===== src/rtl/router_fifo_pkg.sv =====
`default_nettype none
// ============================================================================
// Module      : router_fifo_pkg
// Description : Shared router constants and header-byte field helpers.
// Revision    : 1.0 - initial release
// ============================================================================
package router_fifo_pkg;

   localparam int DATA_WIDTH      = 8;
   localparam int FIFO_DEPTH      = 16;
   localparam int FIFO_ADDR_WIDTH = 4;
   localparam int PKT_CNT_WIDTH   = 6;

   // Header byte layout: payload length in the upper six bits, destination in the lower two.
   typedef struct packed {
      logic [PKT_CNT_WIDTH-1:0] len;
      logic [1:0]               dest;
   } hdr_t;

   function automatic logic [PKT_CNT_WIDTH-1:0] hdr_len(input hdr_t h);
      return h.len;
   endfunction

   function automatic logic [1:0] hdr_dest(input hdr_t h);
      return h.dest;
   endfunction

endpackage
`default_nettype wire


===== src/rtl/router_fifo_if.sv =====
`default_nettype none
// ============================================================================
// Module      : router_fifo_if
// Description : Write/read strobes, data and status between router_sync, the
//               destination port and one output FIFO.
// Revision    : 1.0 - initial release
// ============================================================================
interface router_fifo_if;
   import router_fifo_pkg::*;

   logic                  soft_reset;
   logic                  write_enb;
   logic                  read_enb;
   logic                  lfd_state;
   logic [DATA_WIDTH-1:0] data_in;
   logic                  full;
   logic                  empty;
   logic [DATA_WIDTH-1:0] data_out;

   modport master (
      output soft_reset, write_enb, read_enb, lfd_state, data_in,
      input  full, empty, data_out
   );

   modport slave (
      input  soft_reset, write_enb, read_enb, lfd_state, data_in,
      output full, empty, data_out
   );

endinterface
`default_nettype wire


===== src/rtl/router_fifo.sv =====
`default_nettype none
// ============================================================================
// Module      : router_fifo
// Description : Per-destination output buffer storing header-tagged bytes
//               with registered read data and packet-length tracking.
// Revision    : 1.0 - initial release
// ============================================================================
module router_fifo
   import router_fifo_pkg::*;
#(
   parameter int DEPTH      = FIFO_DEPTH,
   parameter int ADDR_WIDTH = FIFO_ADDR_WIDTH
) (
   input  wire             clock,
   input  wire             resetn,
   router_fifo_if.slave    bus
);

   localparam logic [ADDR_WIDTH:0]    PTR_ONE = {{ADDR_WIDTH{1'b0}}, 1'b1};
   localparam logic [PKT_CNT_WIDTH-1:0] CNT_ONE = {{(PKT_CNT_WIDTH-1){1'b0}}, 1'b1};

   logic [DATA_WIDTH:0]        mem_q [DEPTH];
   logic [ADDR_WIDTH:0]        wr_ptr_q, wr_ptr_d;
   logic [ADDR_WIDTH:0]        rd_ptr_q, rd_ptr_d;
   logic [PKT_CNT_WIDTH-1:0]   pkt_cnt_q, pkt_cnt_d;
   logic [DATA_WIDTH-1:0]      data_out_q, data_out_d;

   logic                       w_full;
   logic                       w_empty;
   logic                       w_wr_accept;
   logic                       w_rd_accept;
   logic [DATA_WIDTH:0]        w_rd_word;

   // Extra wrap bit distinguishes full from empty when the low bits match.
   assign w_empty     = (wr_ptr_q == rd_ptr_q);
   assign w_full      = (wr_ptr_q[ADDR_WIDTH] != rd_ptr_q[ADDR_WIDTH]) &&
                        (wr_ptr_q[ADDR_WIDTH-1:0] == rd_ptr_q[ADDR_WIDTH-1:0]);
   assign w_wr_accept = bus.write_enb && !w_full;
   assign w_rd_accept = bus.read_enb  && !w_empty;
   assign w_rd_word   = mem_q[rd_ptr_q[ADDR_WIDTH-1:0]];

   assign bus.full     = w_full;
   assign bus.empty    = w_empty;
   assign bus.data_out = data_out_q;

   always_comb begin
      wr_ptr_d   = wr_ptr_q;
      rd_ptr_d   = rd_ptr_q;
      pkt_cnt_d  = pkt_cnt_q;
      data_out_d = data_out_q;
      if (w_wr_accept) begin
         wr_ptr_d = wr_ptr_q + PTR_ONE;
      end
      if (w_rd_accept) begin
         rd_ptr_d   = rd_ptr_q + PTR_ONE;
         data_out_d = w_rd_word[DATA_WIDTH-1:0];
         // A header reloads the count with payload length plus the parity byte.
         if (w_rd_word[DATA_WIDTH]) begin
            pkt_cnt_d = hdr_len(hdr_t'(w_rd_word[DATA_WIDTH-1:0])) + CNT_ONE;
         end else if (pkt_cnt_q != '0) begin
            pkt_cnt_d = pkt_cnt_q - CNT_ONE;
         end
      end else if (pkt_cnt_q == '0) begin
         data_out_d = '0;
      end
   end

   always_ff @(posedge clock or negedge resetn) begin
      if (!resetn) begin
         wr_ptr_q   <= '0;
         rd_ptr_q   <= '0;
         pkt_cnt_q  <= '0;
         data_out_q <= '0;
         for (int i = 0; i < DEPTH; i++) begin
            mem_q[i] <= '0;
         end
      end else if (bus.soft_reset) begin
         wr_ptr_q   <= '0;
         rd_ptr_q   <= '0;
         pkt_cnt_q  <= '0;
         data_out_q <= '0;
         for (int i = 0; i < DEPTH; i++) begin
            mem_q[i] <= '0;
         end
      end else begin
         wr_ptr_q   <= wr_ptr_d;
         rd_ptr_q   <= rd_ptr_d;
         pkt_cnt_q  <= pkt_cnt_d;
         data_out_q <= data_out_d;
         if (w_wr_accept) begin
            mem_q[wr_ptr_q[ADDR_WIDTH-1:0]] <= {bus.lfd_state, bus.data_in};
         end
      end
   end

endmodule
`default_nettype wire


===== src/flat_wrapper.sv =====
// flat-port wrapper written by rule: the top's interface ports become plain ports
module router_fifo_flat import router_fifo_pkg::*;
#(
   parameter int DEPTH      = FIFO_DEPTH,
   parameter int ADDR_WIDTH = FIFO_ADDR_WIDTH
)
  (clock, resetn, bus_soft_reset, bus_write_enb, bus_read_enb, bus_lfd_state, bus_data_in, bus_full, bus_empty, bus_data_out);
  router_fifo_if bus_i ();
  input  wire clock;
  input  wire resetn;
  input wire logic [$bits(bus_i.soft_reset)-1:0] bus_soft_reset;
  input wire logic [$bits(bus_i.write_enb)-1:0] bus_write_enb;
  input wire logic [$bits(bus_i.read_enb)-1:0] bus_read_enb;
  input wire logic [$bits(bus_i.lfd_state)-1:0] bus_lfd_state;
  input wire logic [$bits(bus_i.data_in)-1:0] bus_data_in;
  output wire logic [$bits(bus_i.full)-1:0] bus_full;
  output wire logic [$bits(bus_i.empty)-1:0] bus_empty;
  output wire logic [$bits(bus_i.data_out)-1:0] bus_data_out;
  assign bus_i.soft_reset = bus_soft_reset;
  assign bus_i.write_enb = bus_write_enb;
  assign bus_i.read_enb = bus_read_enb;
  assign bus_i.lfd_state = bus_lfd_state;
  assign bus_i.data_in = bus_data_in;
  assign bus_full = bus_i.full;
  assign bus_empty = bus_i.empty;
  assign bus_data_out = bus_i.data_out;
  router_fifo #(.DEPTH(DEPTH), .ADDR_WIDTH(ADDR_WIDTH)) u_core (.clock(clock), .resetn(resetn), .bus(bus_i));
endmodule

===== config.mk =====
export PLATFORM = sky130hd
export DESIGN_NAME = router_fifo_flat
export DESIGN_NICKNAME = d
export VERILOG_FILES = /design/src/rtl/router_fifo_pkg.sv /design/src/rtl/router_fifo_if.sv /design/src/rtl/router_fifo.sv /design/src/flat_wrapper.sv
export SDC_FILE = /design/constraint.sdc
export NUM_CORES = 1
export LEC_CHECK = 0
export ABC_CLOCK_PERIOD_IN_PS = 2500
export CORE_MARGIN = 8
export CORE_UTILIZATION = 56
export DETAILED_ROUTE_END_ITERATION = 10
export PLACE_DENSITY = 0.85
export SLEW_MARGIN = 20
export SYNTH_ARGS = -nofsm -noshare
export SYNTH_HDL_FRONTEND = slang
export SYNTH_SLANG_ARGS = --single-unit

===== constraint.sdc =====
create_clock -name clock -period 2.5 [get_ports clock]
set_input_delay 0.5 -clock clock [delete_from_list [all_inputs] [get_ports clock]]
set_output_delay 0.5 -clock clock [all_outputs]
set_load 0.02 [all_outputs]

Yosys cells after proc, flatten, opt, wreduce, memory -nomap -nowiden
Index checks and enable logic that the tools add are counted.
Word-level totals
  register bits after elaboration: 168
  bits of input ports: 14
  logic and storage cells: 64
Cells by class
  $add $sub $neg: 4
  order comparisons: 3
  eq/ne operators: 3
  muxes and demuxes: 19
  bitwise operators: 2
  reductions and logical operators: 13
Operators with widths (number)
  2-to-1 mux 144 bit: 2
  bitwise mux 144 bit: 1
  binary-select mux 9 bit (select 4 bit): 1
  demux 9 bit (select 4 bit): 1
  2-to-1 mux 9 bit: 3
  2-to-1 mux 6 bit: 4
  2-to-1 mux 8 bit: 3
  2-to-1 mux 5 bit: 4
  adder 5 x 1 -> 5 bit, second input constant: 2
  greater-or-equal comparator 5 bit, second input constant: 2
  inverter 4 -> 5 bit: 2
  adder 6 x 1 -> 6 bit, second input constant: 1
  logical NOT 6 bit: 1
  nonzero test 3 bit: 2
  nonzero test 6 bit: 1
  subtractor 6 x 1 -> 6 bit, second input constant: 1
  equality test 5 bit: 1
  < comparator 5 x 1 -> 1 bit, second input constant: 1
  equality test 4 bit: 1
  logical AND 1 bit: 4
  nonzero test 2 bit: 2
  logical NOT 1 bit: 2
  AND reduction 2 bit: 1
  inequality test 1 bit: 1

Logic depth before layout (Yosys ltp)
Gate-level depths: netlist (run 1).
  depth in word-level cells: 8
  depth in mapped cells: 9
  depth with buffers taken out: 7

Worst setup path after synthesis (run 1)
OpenSTA, ideal clock, no wires.
  kind: flip-flop to flip-flop
  start: register u_core.rd_ptr_q[0]
  end: register u_core.pkt_cnt_q[1]
  library setup time: 94 ps
  arrival time: 2215 ps
  required time: 2406 ps
  slack: 191 ps
  stages on the path, launching flop included: 10
  path buffers: 2
  period minus slack after synthesis: 2309 ps
  path through: dfrtp_1 > buf_6 > buf_12 > mux4_2 > a22oi_1 > nand2_1 > ha_1 > nor2_2 > a31o_1 > a221oi_2
On the way
  word-level cells in the longest chain between the ends: 8
Ends and longest elaborated chain
  start: declaration: RTL line router_fifo.sv:24  | logic [ADDR_WIDTH:0] rd_ptr_q, rd_ptr_d;
  start signal: assignment: RTL line router_fifo.sv:87  | rd_ptr_q <= rd_ptr_d;
  inverter 4 -> 5 bit (not written as such): RTL line router_fifo.sv:40  | assign w_rd_word = mem_q[rd_ptr_q[ADDR_WIDTH-1:0]];
  binary-select mux 9 bit (select 4 bit): RTL line router_fifo.sv:40
  2-to-1 mux 9 bit (not written as such) (2 in a row): RTL line router_fifo.sv:40
  adder 6 x 1 -> 6 bit: RTL line router_fifo.sv:59  | pkt_cnt_d = hdr_len(hdr_t'(w_rd_word[DATA_WIDTH-1:0])) + CNT_ONE;
  2-to-1 mux 6 bit: RTL line router_fifo.sv:58  | if (w_rd_word[DATA_WIDTH]) begin
  2-to-1 mux 6 bit: RTL line router_fifo.sv:54  | if (w_rd_accept) begin
  2-to-1 mux 6 bit: RTL line router_fifo.sv:77  | end else if (bus.soft_reset) begin
  end signal: assignment: RTL line router_fifo.sv:88  | pkt_cnt_q <= pkt_cnt_d;
  end: declaration: RTL line router_fifo.sv:25  | logic [PKT_CNT_WIDTH-1:0] pkt_cnt_q, pkt_cnt_d;
Parallel ways exist; a longest one is shown, timed or not. The select of a mux whose other input is x is not followed.
A chain may end at the register's enable or synchronous reset.

Final worst setup path (run 1)
  start: register u_core.rd_ptr_q[0]
  end: register u_core.pkt_cnt_q[5]
The elaborated chain is that of the path after synthesis.

==> results by group, run 1 <==
Logic synthesis
  – Syn Area/Cell: 11.82 µm²
  – Syn Inst Count: roughly 720
  – Syn. warnings: 0
  – Syn_nets: between 700 and 800
  – Async SR Flop Fraction: between 90% and 100%
  – Post-synth EDFFs: 0
  – Distinct cells, synth: 45
  – Post-synthesis cell area: ~8500 µm²
  – #FFs+latches synth: roughly 170
  – Post-synthesis sequential area ratio: between 40% and 50%
  – Predominant post-synthesis flop cell: dfrtp_1

Cells and area
  – Layout area overhead: 14.32%
  – Fin area: roughly 9700 µm²
  – Finished Layout Cells: 938
  – Layout Nets: between 700 and 800
  – # fillers: about 1000
  – Share of layout cells above drive strength 1: approximately 16%
  – Post-layout util: 64.68%

Clock network
  – CTS Buffer Depth: 2
  – Clock Sinks: around 170
  – H-Tree Depth: 4
  – CTS clk-pin slew, worst paths: ~0.070 ns
  – Post-CTS setup buffers: 0
  – Root Driver: clkbuf_16
  – Clk_lat worst skew: 0.44 ns
  – TritonCTS Buffers: 17
  – CTS tree: built

Power and ir drop
  – Clock power share: between 30% and 40%
  – Comb pwr share: 17.1%
  – Leakage: around 5.2 nW
  – P_sw: roughly 0.0018 W
  – Switching Fraction: between 20 and 30%
  – Peak supply drop: about 0.55 mV
  – Pwr dens: 680.5 nW/µm²
  – Internal: approximately 0.0048 W
  – Sequential power share: a little over two fifths

Floorplanning
  – # rows: 45
  – Initial Util: 56.57%
  – Core area: 14980 µm²
  – Die extent in y: around 140 µm
  – Die ar.: 19320 µm²
  – Die X: around 140 µm
  – I/O Pins: 24

Route
  – Number of routed nets with antenna violations: 0
  – First-iteration detailed-routing DRC count: 626
  – Wire per inst: 23.76 µm
  – Final WL: approximately 22000 µm
  – Pre-antenna DRT Iters: 5
  – Vias/cell: between 6 and 7
  – Via count: between 6000 and 7000
  – Drc violations: 0

Place
  – Routability Congestion: about 0.95
  – Worst slack at placement: 0.07855 ns
  – IO Port Bufs: 23
  – Detailed placement HPWL: 14250 µm
  – Dpl cells: roughly 910
  – Dpl cell area: a little over 9000 µm²

Critical path
  – Largest delay share family, worst path: multiplexers
  – Slowest Stage Delay on Critical Path: 0.56 ns
  – Worst Setup Start Kind: flop
  – WP data required: around 2.8 ns
  – Setup CP Type: reg -> reg
  – Cells on worst reg2reg path: 8
  – Crit path capture type: flop
  – FF-to-FF End: u_core.pkt_cnt_q[5]
  – Worst EP arrival: ~2.7 ns
  – Most used cell, CP: o22ai_1
  – Worst r2r src: u_core.rd_ptr_q[0]
  – Crit path buf inv count: 2
  – R2R setup slack: ~0.073 ns
  – Crit-path max FO: 16
  – Critical-path cell list: buf_12, buf_4, mux4_2, nand2_1, o22ai_1, o211ai_1, xor2_2, o22ai_1
  – Worst path slowest cell: mux4_2

Timing
  – Pins over their slew limit: 0
  – Unrepaired setup endpoints after global routing: yes
  – Worst-margin pin slew: 0.8175 ns
  – Final worst-path cycle share: between 90% and 100%
  – Final hold viol count: 0
  – Relative slew slack: approximately 45%
  – Min Tclk post-route: 2.427 ns
  – Final WS setup: around 0.073 ns
  – Maximum clock frequency: 0.4119 GHz
  – Final Setup Violations: 0
  – Setup TNS: 0 ns
  – Clk_skew: about 0.0082 ns

Job
  – Max_cap viols: 0

GRT
  – First-pass GRT wire length: approximately 36000 µm
  – GRT Total Usage: between 20% and 30%
  – Initial antenna violation count: 1
  – Number of global-route vias before repair: approximately 6400
  – Largest net degree at the start of global routing: 74
  – GR Overflow Total: 0

Status
  – Status: finished clean

Min path
  – Hold Crit Class: in -> async
==> cells by family after synthesis <==
kind of cell	share of synthesized area, %
adder cells (fa/ha/maj)	1.181
multiplexers	28.87
AO/OA/AOI/OAI	3.515
XOR/XNOR	1.757
buffers and inverters	3.677
AND/OR/NAND/NOR	11.39
flip-flops	49.62
==> routing by layer <==
layer | vias up | wire length [µm] | track usage, %
li1 | 2556 | - | -
met1 | 3096 | 8412 | 27.61
met2 | 322 | 11080 | 40.19
met3 | 86 | 1609 | 6.368
met4 | 0 | 1180 | 13.17
met5 | - | 0 | 0
==> worst max path at each step <==
stage	from	end	slack [ns]	depth (start not counted)
5_1_grt	u_core.rd_ptr_q[0]	u_core.pkt_cnt_q[5]	-0.008	8
2_1_floorplan	u_core.rd_ptr_q[0]	u_core.pkt_cnt_q[1]	0.19	9
4_1_cts	u_core.rd_ptr_q[0]	u_core.pkt_cnt_q[1]	0.06	8
3_3_place_gp	u_core.rd_ptr_q[0]	u_core.pkt_cnt_q[1]	0.18	8
3_5_place_dp	u_core.rd_ptr_q[0]	u_core.pkt_cnt_q[1]	0.08	8
6_report	u_core.rd_ptr_q[0]	u_core.pkt_cnt_q[5]	0.07	8
==> cell usage after synthesis (all sizes together), types with 6 or more instances <==
master	number	area, µm²
dfrtp	168	4204
nor2	162	626.9
mux2i	145	1451
mux4	43	994.7
buf	31	180.2
clkbuf	31	116.4
nand2	24	90.09
nand3	23	115.1
a21oi	10	50.05
xor2	9	78.83
ha	8	100.1
xnor2	8	70.07
nand4	7	43.79
a22oi	6	45.04
o22ai	6	37.54
==> power groups by stage <==
stage                     clock (W)  sequential [W]  combinational, W
after floorplan                   0         0.00287          0.000754
after global placement            0         0.00287           0.00104
after detailed placement          0         0.00288           0.00109
after CTS                   0.00265         0.00283           0.00111
after global routing        0.00274         0.00284           0.00121
final                       0.00263         0.00283           0.00113
==> state kept, by name (all words and copies together) (netlist names) <==
signal	cells
u_core.bus.data_out	8
u_core.mem_q	144
u_core.pkt_cnt_q	6
u_core.rd_ptr_q	5
u_core.wr_ptr_q	5
==> cells in the final DEF, fill, tap and decap left out, types with 3 or more instances in the layout <==
master / n
dfrtp_1: 165
nor2_1: 160
mux2i_1: 145
mux4_2: 36
buf_4: 29
nand3_1: 23
nand2_1: 22
clkdlybuf4s50_1: 19
clkbuf_16: 17
buf_12: 11
a21oi_1: 10
xor2_1: 8
xnor2_1: 8
ha_1: 8
nand4_1: 7
mux4_1: 7
o22ai_1: 6
nor2b_1: 5
a22oi_1: 5
clkinvlp_4: 5
inv_1: 4
and2_1: 3
clkbuf_8: 3
dfrtp_2: 3
==> per-stage QoR <==
stage / hold WS, ns / power, W
floorplan: 0.2044 / 0.003622
detailed placement: 0.5090 / 0.003968
global placement: 0.4955 / 0.003916
finish: 0.03510 / 0.006592
global route: 0.07371 / 0.006793
CTS: 0.05227 / 0.006589
==> worst reg2reg max path: cells and delay by family (launching register included) <==
family                    cells  cell delay [ns]
DFF                           1             0.41
buffers and inverters         2             0.40
and+or+nand+nor               1             0.15
muxes                         1             0.57
xor gates and xnor gates      1             0.21
AOI/OAI and AO/OA             3             0.53
==> final cells by class <==
cell class | instances | area (µm²) | share of cell area (%)
Sequential cell | 168 | 4208 | 43.44
Multi-Input combinational cell | 483 | 3975 | 41.04
Timing Repair Buffer | 62 | 656.9 | 6.781
Clock buffer | 22 | 474.2 | 4.895
Tap cell | 188 | 235.2 | 2.428
Clock inverter | 10 | 120.1 | 1.240
Inverter | 4 | 15.01 | 0.1550
Antenna cell | 1 | 2.502 | 0.02583
==> timing repair <==
item | CTS | global route
endpoints found under the hold margin | 0 | 0
endpoints found under the setup margin | 2 | 4
hold buffers | 0 | 0
resized for setup | 4 | 4
(Power assumes the default switching activity.)
==> run 2, diff against run 1 <==
Settings changed: GPL_ROUTABILITY_DRIVEN set to 0.
==> results of run 2 <==
Same layout as run 1: the final DEF is identical, and so are final timing and power.
